--- src/rtl/plab5_mcore_mem_req_ctrl_guard.sv ---
// plab5_mcore_mem_req_ctrl_guard
//   Two-entry in-order buffer for unpacked memory request control messages
//   {type, opaque, addr, len}. Requests from the normal domain (domain=0)
//   that touch any byte of [p_sec_base, p_sec_bound) are steered to the deny
//   channel; everything else is forwarded unchanged on the out channel.
// Ports:
//   clk, reset                        clock, synchronous active-high reset
//   in_domain, in_msg, in_val/in_rdy  request input
//   out_msg, out_domain, out_val/rdy  forwarded request
//   deny_type, deny_opaque, deny_val/rdy  denied request summary
//   deny_count                        saturating count of denied requests
module plab5_mcore_mem_req_ctrl_guard #(
  parameter int p_opaque_nbits = 8,
  parameter int p_addr_nbits   = 32,
  parameter int p_data_nbits   = 32,
  parameter logic [p_addr_nbits-1:0] p_sec_base  = 'h0000_8000,
  parameter logic [p_addr_nbits-1:0] p_sec_bound = 'h0000_9000,
  parameter int p_cnt_nbits    = 16,
  localparam int lp_len_nbits  = $clog2(p_data_nbits/8),
  localparam int lp_msg_nbits  = 3 + p_opaque_nbits + p_addr_nbits + lp_len_nbits
) (
  input  logic                      clk,
  input  logic                      reset,
  input  logic                      in_domain,
  input  logic [lp_msg_nbits-1:0]   in_msg,
  input  logic                      in_val,
  output logic                      in_rdy,
  output logic [lp_msg_nbits-1:0]   out_msg,
  output logic                      out_domain,
  output logic                      out_val,
  input  logic                      out_rdy,
  output logic [2:0]                deny_type,
  output logic [p_opaque_nbits-1:0] deny_opaque,
  output logic                      deny_val,
  input  logic                      deny_rdy,
  output logic [p_cnt_nbits-1:0]    deny_count
);

  localparam int a = p_addr_nbits;
  localparam int l = lp_len_nbits;
  localparam int o = p_opaque_nbits;
  localparam int c = lp_msg_nbits;

  // FIFO storage: entry = {domain, msg}
  logic [c:0] mem [2];
  logic       rd_ptr, wr_ptr;
  logic [1:0] count;

  logic [c:0] head;
  logic       empty, full;
  logic       enq, deq, deny_fire;

  assign head  = mem[rd_ptr];
  assign empty = (count == 2'd0);
  assign full  = (count == 2'd2);

  // Head field extraction
  logic           h_dom;
  logic [2:0]     h_type;
  logic [o-1:0]   h_opaque;
  logic [a-1:0]   h_addr;
  logic [l-1:0]   h_len;

  assign h_dom    = head[c];
  assign h_type   = head[c-1 -: 3];
  assign h_opaque = head[l+a +: o];
  assign h_addr   = head[l +: a];
  assign h_len    = head[l-1:0];

  // Byte range touched by the head; one extra bit so addr+span-1 cannot wrap.
  logic [a:0] span, lo, hi;
  logic       viol;

  assign span = (h_len == '0) ? (a+1)'(p_data_nbits/8) : {{(a+1-l){1'b0}}, h_len};
  assign lo   = {1'b0, h_addr};
  assign hi   = lo + span - (a+1)'(1);
  assign viol = !h_dom && (hi >= {1'b0, p_sec_base}) && (lo < {1'b0, p_sec_bound});

  // Payloads forced to zero when empty so nothing stale leaks out.
  assign out_val     = !empty && !viol;
  assign deny_val    = !empty &&  viol;
  assign out_msg     = empty ? '0   : head[c-1:0];
  assign out_domain  = empty ? 1'b0 : h_dom;
  assign deny_type   = empty ? '0   : h_type;
  assign deny_opaque = empty ? '0   : h_opaque;

  // Full blocks input even if the head leaves this cycle (no pass-through).
  assign in_rdy    = !reset && !full;
  assign enq       = in_val && in_rdy;
  assign deny_fire = !reset && deny_val && deny_rdy;
  assign deq       = (!reset && out_val && out_rdy) || deny_fire;

  always_ff @(posedge clk) begin
    if (enq) mem[wr_ptr] <= {in_domain, in_msg};
  end

  always_ff @(posedge clk) begin
    if (reset) begin
      rd_ptr     <= 1'b0;
      wr_ptr     <= 1'b0;
      count      <= 2'd0;
      deny_count <= '0;
    end else begin
      if (enq) wr_ptr <= ~wr_ptr;
      if (deq) rd_ptr <= ~rd_ptr;
      count <= count + {1'b0, enq} - {1'b0, deq};
      if (deny_fire && (deny_count != '1))
        deny_count <= deny_count + 1'b1;
    end
  end

endmodule

--- config.mk ---
export PLATFORM = sky130hd
export DESIGN_NAME = plab5_mcore_mem_req_ctrl_guard
export DESIGN_NICKNAME = d
export VERILOG_FILES = /design/src/rtl/plab5_mcore_mem_req_ctrl_guard.sv
export SDC_FILE = /design/constraint.sdc
export NUM_CORES = 1
export LEC_CHECK = 0
export CAP_MARGIN = 20
export CORE_UTILIZATION = 50
export DETAILED_ROUTE_END_ITERATION = 7
export PLACE_DENSITY = 0.78
export SYNTH_ARGS = -nofsm -noshare
export SYNTH_HDL_FRONTEND = slang
export SYNTH_SLANG_ARGS = --single-unit
--- constraint.sdc ---
create_clock -name clk -period 6.1 [get_ports clk]
set_clock_uncertainty 0.05 [all_clocks]
set_input_delay 0.915 -clock clk [delete_from_list [all_inputs] [get_ports clk]]
set_output_delay 0.915 -clock clk [all_outputs]
set_load 0.03 [all_outputs]
==> metrics.md <==
| Metric | Value |
|---|---|
| FMAX | 0.176 GHz |
| Unrepaired setup endpoints after global routing | no |
| Beginning of the worst hold path | deny_count[6] |
| Gates resized, CTS repair | 6 |
| Post-Synth Simple-Gate Area | between 10% and 20% |
| PnR Total Power | 4.42 mW |
| Worst-path fanout max | 19 |
| Crit-path max cell delay | 460 ps |
| CP endpoint kind | output pin |
| Setup CP Type | register to output pin |
| Syn_area_per_cell | 10.2 um2 |
| Htree depth | 4 |
| IO Port Bufs | 126 |
| Sequential cell area fraction in the yosys report | 45.1% |
| Final Hold Fails | 0 |
| CTS tree | built |
| Number of synthesized register bits | 113 |
| Clock Path Buffers | 2 |
| DR vias/cell | 5.75 |
| Synthesized net count | 797 |
| Setup ws final | 407 ps |
| Ys async rst share | 0% |
| Post-CTS Setup Inserts | 0 |
| Clock slew at reported path FFs | about 50 ps |
| Cts bufs inserted | 17 |
| CTS sink cnt | 113 |
| Post-synthesis xor/xnor area fraction | 2.73% |
| Worst-path cell chain | buf_6 > mux2i_1 > ha_1 > fa_1 > nand2b_1 > a21o_1 > a211o_1 > a31oi_1 > nor3_1 > a311o_1 > a2111oi_2 > nand4_2 > a21oi_1 > dlymetal6s2s_1 |
| Worst Hold Class | register to register |
| Nets | 921 |
| Mux contribution to synthesized area | 8.03% |
| Multi-input logic area | 0.00358 mm2 |
| Max_cap viols | 0 |
| Synth warnings | 0 |
| Wire per inst | 17.7 um |
| Cts-stage hold buffer count | 0 |
| Initial Util | roughly half |
| Chip width | 121 um |
| Cell Rows | 43 |
| Worst r2r path cells | 19 |
| LEAKAGE | 3.44 nW |
| Inserted Diodes | 0 |
| Largest net degree at the start of global routing | between 50 and 60 |
| Worst path slowest cell | fa_1 |
| FF-to-FF End | count[1] |
| Initial antenna violation count | 0 |
| Worst slew margin | 48.7% |
| Worst Path Required | 5130 ps |
| Routed vias | 5810 |
| Routability cong. | 0.945 |
| Reg2reg setup slack | 910 ps |
| Dpl hpwl | 13.4 mm |
| Setup-failing EPs final | 0 |
| Dominant synthesized flop cell | edfxtp_1 |
| CTS root buffer | clkbuf_16 |
| Syn Std Cell Area | 0.00706 mm2 |
| FF+latch area | roughly 0.0032 mm2 |
| Worst hold stages | 2 |
| Die area | 0.0146 mm2 |
| Die Ht | 121 um |
| Yosys cell types | just under 70 |
| Largest family of logic cells by synthesized area | simple AND/OR/NAND/NOR gates |
| Hold path endpoint | deny_count[6] |
| DRC | 0 |
| Post-synthesis adder-cell area fraction | 9.15% |
| Synth Area in Compound Gates | 14.1% |
| Crit path time final | approximately 5700 ps |
| CP Launch Type | register |
| GR Util All Layers | 25.4% |
| Post-Synthesis Cells | 695 |
| Drt pass-1 iters | 5 |
| Worst-Margin Slew | between 700 and 800 ps |
| Fillers | 1071 |
| First-pass GRT wire length | 28.5 mm |
| Setup TNS | 0 ps |
| Layout area overhead | 28.7% |
| Hold slack final | around 460 ps |
| Routed Antenna Nets | 0 |
| Total Wirelength | 17.9 mm |
| Core Box Area | between 0.01 and 0.015 mm2 |
| Arrival @ worst endpoint | around 4700 ps |
| Setup WS pre-CTS | 238 ps |
| Cell Pwr Density | 487 mW/mm2 |
| Drt initial violations | approximately 330 |
| Vias in the first global route | approximately 5.7k |
| Final period util | a little over 90% |
| Global route total overflow | 0 |
| Outcome | finished, final reports clean |
| Ports | roughly 130 |
| Share of cells above drive strength 1 | 6.86% |
| Maximum vdd drop | roughly 250 uV |
| Number of flops mapped to enable cells by yosys | 92 |
| Count of pins over their slew limit | 0 |
| Clock latency on the worst-skew pair | roughly 420 ps |
-- cell type report --
cell class,instances,share of cell area (%)
clock inverters,12,1.23
well taps,180,2.48
clock buffers,19,4.77
repair buffers,136,15.0
multi-input cells,501,39.4
flip-flops and latches,113,35.1
inverters,50,2.07
-- cells in the mapped netlist (all sizes together) (6+ instances only) --
master | number | area, um2
buf | 21 | 129
nand4 | 7 | 50.1
nor2b | 13 | 81.3
nor3 | 12 | 60.1
nand2 | 47 | 176
nand2b | 7 | 43.8
mux2i | 51 | 510
a21oi | 42 | 214
edfxtp | 92 | 2760
nor2 | 84 | 315
nand3 | 15 | 80.1
inv | 50 | 188
a31oi | 7 | 43.8
clkbuf | 10 | 37.5
ha | 50 | 626
a21o | 10 | 75.1
o21ai | 27 | 139
nor4 | 6 | 50.0
o21a | 8 | 60.1
and3 | 9 | 56.3
dfxtp | 21 | 420
o211ai | 8 | 60.1
xnor2 | 13 | 114
xor2 | 9 | 78.8
-- kinds of logic after synthesis --
logic type      count (synthesis)
mux                            56
xor+xnor                       22
simple gates                  226
buf+inv                        81
flops                         113
fa+ha+maj                      51
compound gates                146
-- placed cells by master (no fill, tap or decap), types with 5 or more instances in the layout --
cell type        synthesis  routed
a211oi_1                 5       5
a21o_1                  10      10
a21oi_1                 41      41
a31oi_1                  7       7
and3_1                   9       9
buf_4                   12       8
clkbuf_16                0      17
clkdlybuf4s50_1          0     124
dfxtp_1                 21      20
edfxtp_1                92      92
ha_1                    50      50
inv_1                   50      50
mux2_1                   5       5
mux2i_1                 51      47
nand2_1                 47      47
nand2b_1                 7       7
nand3_1                 14      14
nand4_1                  6       6
nor2_1                  84      81
nor2b_1                 13      13
nor3_1                  12      12
o211ai_1                 8       8
o21a_1                   8       8
o21ai_0                 19      19
o21ai_1                  7       6
o31ai_1                  5       5
xnor2_1                 13      13
xor2_1                   9       9
-- through the flow --
| stage | area, um2 | std cells | utilization [%] |
|---|---|---|---|
| after detailed placement | 8470 | 979 | 61.2 |
| after global placement | 8470 | 979 | 61.2 |
| after global routing | 9080 | 1011 | 65.7 |
| final | 9080 | 1011 | 65.7 |
| after CTS | 9040 | 1010 | 65.4 |
| after floorplan | 7060 | 695 | - |
-- state kept, by name, summed over array words and instances (netlist names), named ones only --
signal,cells
mem,92
deny_count,16
wr_ptr,1
rd_ptr,1
count,2
-- metal layers --
layer  global-route usage, %  up-vias  wire length (um)
li1                        -     2797                 -
met2                    43.1      157              8950
met4                    8.56        0               235
met1                    32.4     2836              7900
met5                       0        -                 0
met3                    4.76       20               830
-- worst max-delay path by stage --
stage / startpoint / endpoint / slack [ps] / cells after the start
2_1_floorplan: register / out_val / 480 / 17
3_3_place_gp: register / out_val / 210 / 13
3_5_place_dp: register / out_val / 240 / 13
4_1_cts: register / out_val / 40 / 13
5_1_grt: register / out_val / 160 / 15
6_report: register / out_val / 410 / 14
-- worst max-delay path, delay by kind of cell, from the launching register on --
| kind | cells | cell delay [ps] |
|---|---|---|
| compound gates | 6 | 1700 |
| fa+ha+maj | 2 | 760 |
| buf+inv | 2 | 580 |
| simple gates | 3 | 570 |
| flops | 1 | 390 |
| mux | 1 | 300 |
-- power by group --
| group | internal [mW] | switching [mW] | leakage [nW] |
|---|---|---|---|
| registers | 0.903 | 0.0271 | 1.01 |
| logic | 0.998 | 1.58 | 2.17 |
| clock network | 0.558 | 0.357 | 0.252 |
Power figures use the tool's default switching activity.
